## config.mk

```make
export PLATFORM = sky130hd
export DESIGN_NAME = rx_sram_wr
export DESIGN_NICKNAME = d
export VERILOG_FILES = /design/src/rtl/rx_sram_wr.sv
export SDC_FILE = /design/constraint.sdc
export NUM_CORES = 1
export LEC_CHECK = 0
export CAP_MARGIN = 20
export CORE_MARGIN = 3
export CORE_UTILIZATION = 57
export CTS_CLUSTER_DIAMETER = 100
export DETAILED_ROUTE_END_ITERATION = 7
export GPL_TIMING_DRIVEN = 0
export PLACE_DENSITY = 0.8
export SETUP_SLACK_MARGIN = 0.05
export SYNTH_ARGS = -nofsm -noshare
export SYNTH_HDL_FRONTEND = slang
export SYNTH_SLANG_ARGS = --single-unit
```

## constraint.sdc

```tcl
create_clock -name clk -period 6.6 [get_ports clk]
set_input_delay 0.66 -clock clk [delete_from_list [all_inputs] [get_ports clk]]
set_output_delay 0.66 -clock clk [all_outputs]
set_load 0.005 [all_outputs]
```

## src/rtl/rx_sram_wr.sv

```systemverilog
// rx_sram_wr: writes the MAC RX byte stream into a circular SRAM packet
// buffer through port 0 and publishes completed good frames as
// {start address, length} descriptors through a small FIFO. Frames that are
// errored, truncated by a new sof, overflow the ring, or find the FIFO full
// are rolled back by rewinding the write pointer.
module rx_sram_wr #(
  parameter int ADDR_W     = 10,
  parameter int DESC_DEPTH = 4
) (
  input  logic              clk,
  input  logic              rst_n,
  input  logic              rx_valid,
  input  logic [7:0]        rx_data,
  input  logic              rx_sof,
  input  logic              rx_eof,
  input  logic              rx_err,
  input  logic [ADDR_W-1:0] rd_ptr,
  output logic              sram_csb0,
  output logic              sram_web0,
  output logic              sram_wmask0,
  output logic [ADDR_W-1:0] sram_addr0,
  output logic [7:0]        sram_din0,
  output logic              frm_valid,
  input  logic              frm_ready,
  output logic [ADDR_W-1:0] frm_addr,
  output logic [ADDR_W:0]   frm_len,
  output logic [15:0]       drop_cnt
);

  localparam int IDX_W = (DESC_DEPTH > 1) ? $clog2(DESC_DEPTH) : 1;
  localparam int CNT_W = IDX_W + 1;

  typedef enum logic [1:0] {IDLE, RECV, DROP} state_t;

  state_t              state;
  logic [ADDR_W-1:0]   wr_ptr;
  logic [ADDR_W-1:0]   base_ptr;
  logic [ADDR_W:0]     len;

  // Descriptor FIFO storage and bookkeeping
  logic [ADDR_W-1:0]   fifo_addr [DESC_DEPTH];
  logic [ADDR_W:0]     fifo_len  [DESC_DEPTH];
  logic [IDX_W-1:0]    fifo_wr_idx;
  logic [IDX_W-1:0]    fifo_rd_idx;
  logic [CNT_W-1:0]    fifo_cnt;

  // Commit pipeline: descriptor is pushed one edge after the eof byte
  logic                vld_p1;
  logic [ADDR_W-1:0]   desc_addr_p1;
  logic [ADDR_W:0]     desc_len_p1;

  // Per-byte decode
  logic                in_recv;
  logic                accept;
  logic                abort;
  logic [ADDR_W-1:0]   eff_base;
  logic [ADDR_W-1:0]   eff_wr;
  logic [ADDR_W:0]     eff_len;
  logic [ADDR_W:0]     len_next;
  logic [ADDR_W-1:0]   space;
  logic                no_space;
  logic [CNT_W-1:0]    fifo_cnt_eff;
  logic                fifo_full;
  logic                wr_en;
  logic                commit;
  logic                frame_drop;
  logic [1:0]          drop_inc;
  logic                pop;

  function automatic logic [15:0] sat_add16(input logic [15:0] a, input logic [1:0] b);
    logic [16:0] s;
    s = {1'b0, a} + 17'(b);
    return s[16] ? 16'hFFFF : s[15:0];
  endfunction

  assign sram_wmask0 = 1'b1;
  assign frm_valid   = (fifo_cnt != '0);
  assign pop         = frm_valid && frm_ready;
  assign frm_addr    = frm_valid ? fifo_addr[fifo_rd_idx] : '0;
  assign frm_len     = frm_valid ? fifo_len[fifo_rd_idx]  : '0;

  // Decode the current byte: which frame it belongs to, where it lands, and its fate.
  // A sof inside RECV restarts at the old base, so the aborted bytes are overwritten.
  always_comb begin
    in_recv      = (state == RECV);
    accept       = rx_valid && (rx_sof || in_recv);
    abort        = rx_valid && rx_sof && in_recv;
    eff_base     = in_recv ? base_ptr : wr_ptr;
    eff_wr       = (in_recv && !rx_sof) ? wr_ptr : eff_base;
    eff_len      = rx_sof ? '0 : len;
    len_next     = eff_len + (ADDR_W+1)'(1);
    space        = rd_ptr - eff_wr - ADDR_W'(1);
    no_space     = (space == '0);
    // Occupancy as it will stand after this edge, counting the in-flight push and a pop
    fifo_cnt_eff = fifo_cnt + CNT_W'(vld_p1) - CNT_W'(pop);
    fifo_full    = (fifo_cnt_eff >= CNT_W'(DESC_DEPTH));
    wr_en        = accept && !no_space;
    commit       = wr_en && rx_eof && !rx_err && !fifo_full;
    frame_drop   = accept && (no_space || (rx_eof && (rx_err || fifo_full)));
    drop_inc     = 2'(abort) + 2'(frame_drop);
  end

  // Frame FSM with pointer bookkeeping and the registered SRAM write port
  always_ff @(posedge clk or negedge rst_n) begin
    if (!rst_n) begin
      state      <= IDLE;
      wr_ptr     <= '0;
      base_ptr   <= '0;
      len        <= '0;
      sram_csb0  <= 1'b1;
      sram_web0  <= 1'b1;
      sram_addr0 <= '0;
      sram_din0  <= '0;
    end else begin
      sram_csb0 <= !wr_en;
      sram_web0 <= !wr_en;
      if (wr_en) begin
        sram_addr0 <= eff_wr;
        sram_din0  <= rx_data;
      end
      if (accept) begin
        base_ptr <= eff_base;
        if (no_space) begin
          wr_ptr <= eff_base;
          len    <= '0;
          state  <= rx_eof ? IDLE : DROP;
        end else if (rx_eof) begin
          wr_ptr <= commit ? (eff_wr + ADDR_W'(1)) : eff_base;
          len    <= '0;
          state  <= IDLE;
        end else begin
          wr_ptr <= eff_wr + ADDR_W'(1);
          len    <= len_next;
          state  <= RECV;
        end
      end else if (rx_valid && rx_eof && (state == DROP)) begin
        state <= IDLE;
      end
    end
  end

  // Commit stage valid
  always_ff @(posedge clk or negedge rst_n) begin
    if (!rst_n) vld_p1 <= 1'b0;
    else        vld_p1 <= commit;
  end

  // ---- p1: descriptor captured at the eof edge, pushed on the next edge ----
  always_ff @(posedge clk) begin
    if (commit) begin
      desc_addr_p1 <= eff_base;
      desc_len_p1  <= len_next;
    end
  end

  // Descriptor FIFO storage; reads are gated by frm_valid so no reset is needed
  always_ff @(posedge clk) begin
    if (vld_p1) begin
      fifo_addr[fifo_wr_idx] <= desc_addr_p1;
      fifo_len[fifo_wr_idx]  <= desc_len_p1;
    end
  end

  // Descriptor FIFO pointers and occupancy; simultaneous push and pop allowed
  always_ff @(posedge clk or negedge rst_n) begin
    if (!rst_n) begin
      fifo_wr_idx <= '0;
      fifo_rd_idx <= '0;
      fifo_cnt    <= '0;
    end else begin
      if (vld_p1) fifo_wr_idx <= fifo_wr_idx + IDX_W'(1);
      if (pop)    fifo_rd_idx <= fifo_rd_idx + IDX_W'(1);
      fifo_cnt <= fifo_cnt + CNT_W'(vld_p1) - CNT_W'(pop);
    end
  end

  // Saturating dropped-frame counter; an abort and a drop can land on one byte
  always_ff @(posedge clk or negedge rst_n) begin
    if (!rst_n) drop_cnt <= '0;
    else        drop_cnt <= sat_add16(drop_cnt, drop_inc);
  end

endmodule
```

# [Yosys cells after proc, flatten, opt, wreduce, memory -nomap -nowiden]
# Memory sizes are Yosys's and may differ from the RTL's.
# Cells that the tools add are included.
[word_totals] register_bits=97 latchBits=0 in_bits=25 romBits=0 mem_count=2 mem_bits_rw=84
[op_classes] n_shift=0 n_mul=0 n_reduce_logical=24 n_div=0 eq_ne=2 n_bitwise=0 mux=18 addsub=10 n_lt_le_gt_ge=1
[mem_list] name="fifo_len" depth=4 width=11 rd=1 rd_ports_with_merged_regs=0 write_ports=1 line="42" source="logic [ADDR_W:0] fifo_len [DESC_DEPTH];"
[mem_list] name="fifo_addr" depth=4 width=10 rd=1 rd_ports_with_merged_regs=0 write_ports=1 line="41" source="logic [ADDR_W-1:0] fifo_addr [DESC_DEPTH];"
[op_table] cell="$mux 10" n=6
[op_table] cell="$mux 11" n=4
[op_table] cell="$add 16x2->17" n=1
[op_table] cell="$mux 16" n=1
[op_table] cell="$logic_and 1x1->1" n=13
[op_table] cell="$add 11x1->11 const B" n=1
[op_table] cell="$add 10x1->10 const B" n=1
[op_table] cell="$logic_not 10->1" n=1
[op_table] cell="$sub 10x1->10 const B" n=1
[op_table] cell="$sub 10x10->10" n=1
[op_table] cell="$mux 2" n=4
[op_table] cell="$logic_not 1->1" n=5
[op_table] cell="$add 2x1->2 const B" n=2
[op_table] cell="$add 3x1->3" n=1
[op_table] cell="$ge 3x3->1 const B" n=1
[op_table] cell="$logic_or 1x1->1" n=3
[op_table] cell="$mux 1" n=3
[op_table] cell="$reduce_bool 3->1" n=1
[op_table] cell="$sub 3x1->3" n=1
[op_table] cell="$add 1x1->2" n=1
[op_table] cell="$eq 2x1->1 const B" n=1
[op_table] cell="$eq 2x2->1 const B" n=1
[op_table] cell="$reduce_bool 2->1" n=1

# [Depth between registers and ports, before layout]
[logic_depth] depth_word=14 mapped_depth=23

# [Least setup slack after synthesis]
# OpenSTA, ideal clock, no wires.
[synth_timing] kind="input to register" startpoint="input port rx_sof" endpoint="register drop_cnt[10]" arrival_ps=4934 t_required_ps=6517 path_stages=21 path_slack_ps=1583 cell_sequence="buf_4 -> nand3b_4 -> buf_6 -> mux2i_1 -> ha_1 -> ha_1 -> a2111oi_0 -> nand3b_1 -> a2111oi_2 -> and4bb_1 -> nand4b_2 -> nand2_1 -> nand2_1 -> fa_1 -> inv_1 -> ha_1 -> inv_1 -> or3_1 -> or3_1 -> clkbuf_1 -> o21ai_0"
[synth_via] elab_chain_cells=11
[synth_lines] element="start, declared" line="14" source="input logic rx_sof,"
[synth_lines] element="$logic_not 1->1" line="89" source="eff_wr = (in_recv && !rx_sof) ? wr_ptr : eff_base;"
[synth_lines] element="$logic_and 1x1->1" line="89"
[synth_lines] element="$mux 10" line="89"
[synth_lines] element="$sub 10x10->10" line="92" source="space = rd_ptr - eff_wr - ADDR_W'(1);"
[synth_lines] element="$sub 10x1->10" line="92"
[synth_lines] element="$logic_not 10->1" line="93" source="no_space = (space == '0);"
[synth_lines] element="$logic_or 1x1->1" line="99" source="frame_drop = accept && (no_space || (rx_eof && (rx_err || fifo_full)));"
[synth_lines] element="$logic_and 1x1->1" line="99"
[synth_lines] element="$add 1x1->2 *" line="100" source="drop_inc = 2'(abort) + 2'(frame_drop);"
[synth_lines] element="$add 16x2->17 *" line="72" source="s = {1'b0, a} + 17'(b);"
[synth_lines] element="$mux 16 *" line="73" source="return s[16] ? 16'hFFFF : s[15:0];"
[synth_lines] element="end signal, assigned" line="180" source="else drop_cnt <= sat_add16(drop_cnt, drop_inc);"
[synth_lines] element="end, declared" line="27" source="output logic [15:0] drop_cnt"
# Mark *: on every way between the ends. The rest lies on a longest branch, timed or not.
# A chain may end at the register's enable or synchronous reset.

# [Worst setup path in the final report]
# Same ends and word-level chain as after synthesis.

==> flow_summary.json <==
{
  "drt-total-wl_mm": 18.3,
  "finalCritPeriodShare_pct": 92.2,
  "cp_top_family": "simple AND/OR/NAND/NOR gates",
  "holdCritPathClass": "input pin to asynchronous set/reset pin",
  "post_cts_buffers": 0,
  "outcome": "complete, no violations",
  "rrSetupSlack_ns": 0.74,
  "rsz0062_at_grt": "no",
  "r2r_end": "drop_cnt[10]",
  "grt_use_total_pct": 23.8,
  "yosysTopAreaCell": "edfxtp_1",
  "dp_hpwl_mm": 12.5,
  "dieArea_sq_mm": 0.0161,
  "ant_nets": 0,
  "cts_htree_levels": 4,
  "grt_pass1_vias": 5767,
  "cts_max_path_buffers": 2,
  "clk_pin_slew_ns": 0.07,
  "p_leak_nw": 3.90,
  "slew_violations": 0,
  "arrival_ns": 6.44,
  "cts_buffers": 17,
  "placed_cell_area_sq_mm": 0.00943,
  "synth_ff_type": "edfxtp_1",
  "crit_buf_inv": 6,
  "fin_hold_ws_ns": 0.0731,
  "critical_path_class": "input pin to flop",
  "fp.coreArea_sq_mm": 0.0141,
  "synth_area_per_cell_sq_um": 12.9,
  "drt-vias-per-instance": 5.96,
  "clkSinkCount": 181,
  "grt_max_degree": 65,
  "row_count": 43,
  "reg2reg_from": "state[1]",
  "fmax_mhz": 164,
  "seq_area_frac_synth_pct": 60.6,
  "synth.top_cells.by_area": "edfxtp_1 38%, dfrtp_1 22%, mux4_2 5.7%",
  "io_pins": 84,
  "synth_edf_count": 105,
  "drcViolationCount": 0,
  "fin_nets": 792,
  "yosysUniqueCellTypes": 67,
  "area_growth_pct": 20.7,
  "pwr_density_cell_mw_per_mm2": 381,
  "cts_tree": "built",
  "die_w_um": 127,
  "yosysWarnings": 0,
  "start_util_pct": 59.2,
  "gp_congestion": 0.953,
  "setup_viol": 0,
  "crit_top_cell": "ha_1",
  "first_pass_iters": 5,
  "root_buffer": "clkbuf_16",
  "synthCells": 647,
  "setup_tns_ns": 0,
  "hold_viol": 0,
  "cp.required_ns": 6.96,
  "numPortBuffers": 82,
  "die_h_um": 127,
  "vias": 5633,
  "synth.top_cell.area_share_pct": 37.8,
  "wl_per_cell_um": 19.3,
  "start_kind": "input pin",
  "hold_buffers": 0,
  "layout-drive-gt1-share_pct": 11.1,
  "crit_chain": "clkdlybuf4s50_1 -> buf_4 -> nand3b_4 -> buf_6 -> mux2i_2 -> ha_1 -> ha_1 -> a2111oi_0 -> nand3b_1 -> a2111oi_2 -> and4bb_1 -> nand4b_2 -> nand2_1 -> nand2_1 -> fa_1 -> inv_1 -> ha_1 -> inv_1 -> or3_1 -> or3_1 -> clkbuf_1 -> o21ai_0",
  "relSlewSlack_pct": 28.6,
  "antenna_found_initial": 0,
  "slowest_stage": "clkdlybuf4s50_1",
  "drt_iter0_drc": 526,
  "maxCapViolations": 0,
  "rr_worst_depth": 20,
  "worst_pin_slew_ns": 1.07,
  "grt_pass1_wl_mm": 30.0,
  "grt_overflow": 0,
  "synth_nets": 687,
  "clock_latency_ns": 0.43,
  "fin_crit_ns": 6.09,
  "syn_area_sq_mm": 0.00834,
  "end_kind": "flop",
  "finClkSkew_ns": 0.00619,
  "design_area_sq_mm": 0.0101,
  "antenna_cells": 0,
  "worst-path-max-fanout": 10,
  "max-vdd-ir-drop_v": 0.000205,
  "ys_ff_latch": 181,
  "synthArstFlopShare_pct": 42.0,
  "slowest_delay_ns": 0.49
}
-- synthesized netlist by cell type, types with 4 or more instances --
cell      instances
edfxtp_1        105
dfrtp_1          75
nand2_1          69
o21ai_0          42
nor2_1           38
and2_1           28
inv_1            21
mux4_2           21
nor2b_1          21
nand3_1          16
xnor2_1          16
clkbuf_1         14
ha_1             13
xor2_1           13
a21oi_1          12
a22o_1           11
mux2i_1          11
mux2_1            9
buf_4             7
nand2b_1          7
nand4_1           7
a31oi_1           6
nor3_1            6
or3_1             6
o22ai_1           5
a21o_1            4
and4b_1           4
-- worst max-delay path by stage --
stage | from | endpoint | slack [ns] | cells past startpoint
final | rx_sof | drop_cnt[10] | 0.51 | 22
after global routing | rx_sof | drop_cnt[10] | 0.13 | 22
after CTS | rx_sof | drop_cnt[10] | 0.47 | 22
after detailed placement | rx_sof | drop_cnt[10] | 0.05 | 22
after global placement | rx_sof | drop_cnt[10] | 0.11 | 22
after floorplan | rx_sof | drop_cnt[10] | 1.58 | 21
-- kinds of logic after synthesis --
kind of cell	share of synthesized area [%]
XOR/XNOR	3.04
AO/OA/AOI/OAI	8.61
AND/OR/NAND/NOR	13.5
multiplexers	8.88
buffers and inverters	2.80
flip-flops	60.6
adder cells (fa/ha/maj)	2.55
other	0.0449
-- per-stage QoR --
| step | utilization [%] | total power [mW] | setup slack [ns] | instances |
|---|---|---|---|---|
| 2_1_floorplan | - | 2.29 | 1.58 | 647 |
| 3_5_place_dp | 66.9 | 2.83 | 0.0523 | 911 |
| 4_1_cts | 71.0 | 3.83 | 0.471 | 943 |
| 6_report | 71.5 | 3.84 | 0.513 | 945 |
| 5_1_grt | 71.5 | 4.05 | 0.132 | 945 |
| 3_3_place_gp | 66.6 | 2.77 | 0.113 | 909 |
-- cell type report --
cell class / count / area [sq um]
plain buffers: 28 / 155
clock buffers: 19 / 433
clock inverters: 13 / 149
fillers: 942 / 4020
inverters: 21 / 78.8
multi-input cells: 417 / 3060
flip-flops and latches: 181 / 5060
well taps: 180 / 225
repair buffers: 86 / 912
-- worst register-to-register path, stage by stage (launching register included) --
cell	delay (ns)
dfrtp_1	0.48
and3b_2	0.33
buf_6	0.17
mux2i_2	0.46
ha_1	0.29
nor2_1	0.09
a2111oi_0	0.40
nand3b_1	0.17
a2111oi_2	0.33
and4bb_1	0.30
nand4b_2	0.30
nand2_1	0.31
nand2_1	0.11
fa_1	0.41
inv_1	0.07
ha_1	0.20
inv_1	0.09
or3_1	0.44
or3_1	0.45
clkbuf_1	0.26
o21ai_0	0.14
-- power breakdown --
| part | internal [mW] | total, mW | switching, mW |
|---|---|---|---|
| registers | 1.39 | 1.53 | 0.144 |
| logic | 0.681 | 1.30 | 0.619 |
| clock network | 0.563 | 1.00 | 0.439 |
| total | 2.63 | 3.84 | 1.20 |
-- what timing repair did --
action                     4_1_cts  5_1_grt
hold endpoints to repair         0        0
setup endpoints to repair        0        1
gates resized for setup          0        2
-- placed cells by master, fill, tap and decap left out, types with 7 or more instances in the layout --
master	n
nand4_1	7
inv_1	21
clkdlybuf4s50_1	81
nor2_1	37
mux4_2	21
a21oi_1	12
clkbuf_16	17
nand2b_1	7
nand2_1	69
a22o_1	11
edfxtp_1	105
o21ai_0	42
ha_1	13
dfrtp_1	75
mux2_1	9
clkbuf_1	16
and2_1	28
mux2i_1	9
xor2_1	13
nor2b_1	21
buf_4	8
nand3_1	16
xnor2_1	16
-- state kept, by name, indices dropped and copies added, names as in the netlist --
register      count
sram_din0         8
base_ptr         10
len              11
desc_len_p1      11
desc_addr_p1     10
drop_cnt         16
sram_addr0       10
fifo_addr        40
fifo_len         44
sram_web0         1
wr_ptr           10
fifo_rd_idx       2
vld_p1            1
fifo_cnt          3
state             2
fifo_wr_idx       2
-- routing by layer --
| layer | global-route usage, % | part of all wire [%] | routed length, um |
|---|---|---|---|
| met5 | 0 | 0 | 0 |
| met4 | 8.90 | 2.7 | 494 |
| met3 | 5.52 | 6.3 | 1160 |
| met2 | 38.3 | 48 | 8850 |
| met1 | 32.1 | 43 | 7770 |
No activity file was read; power rests on OpenSTA's default activity.
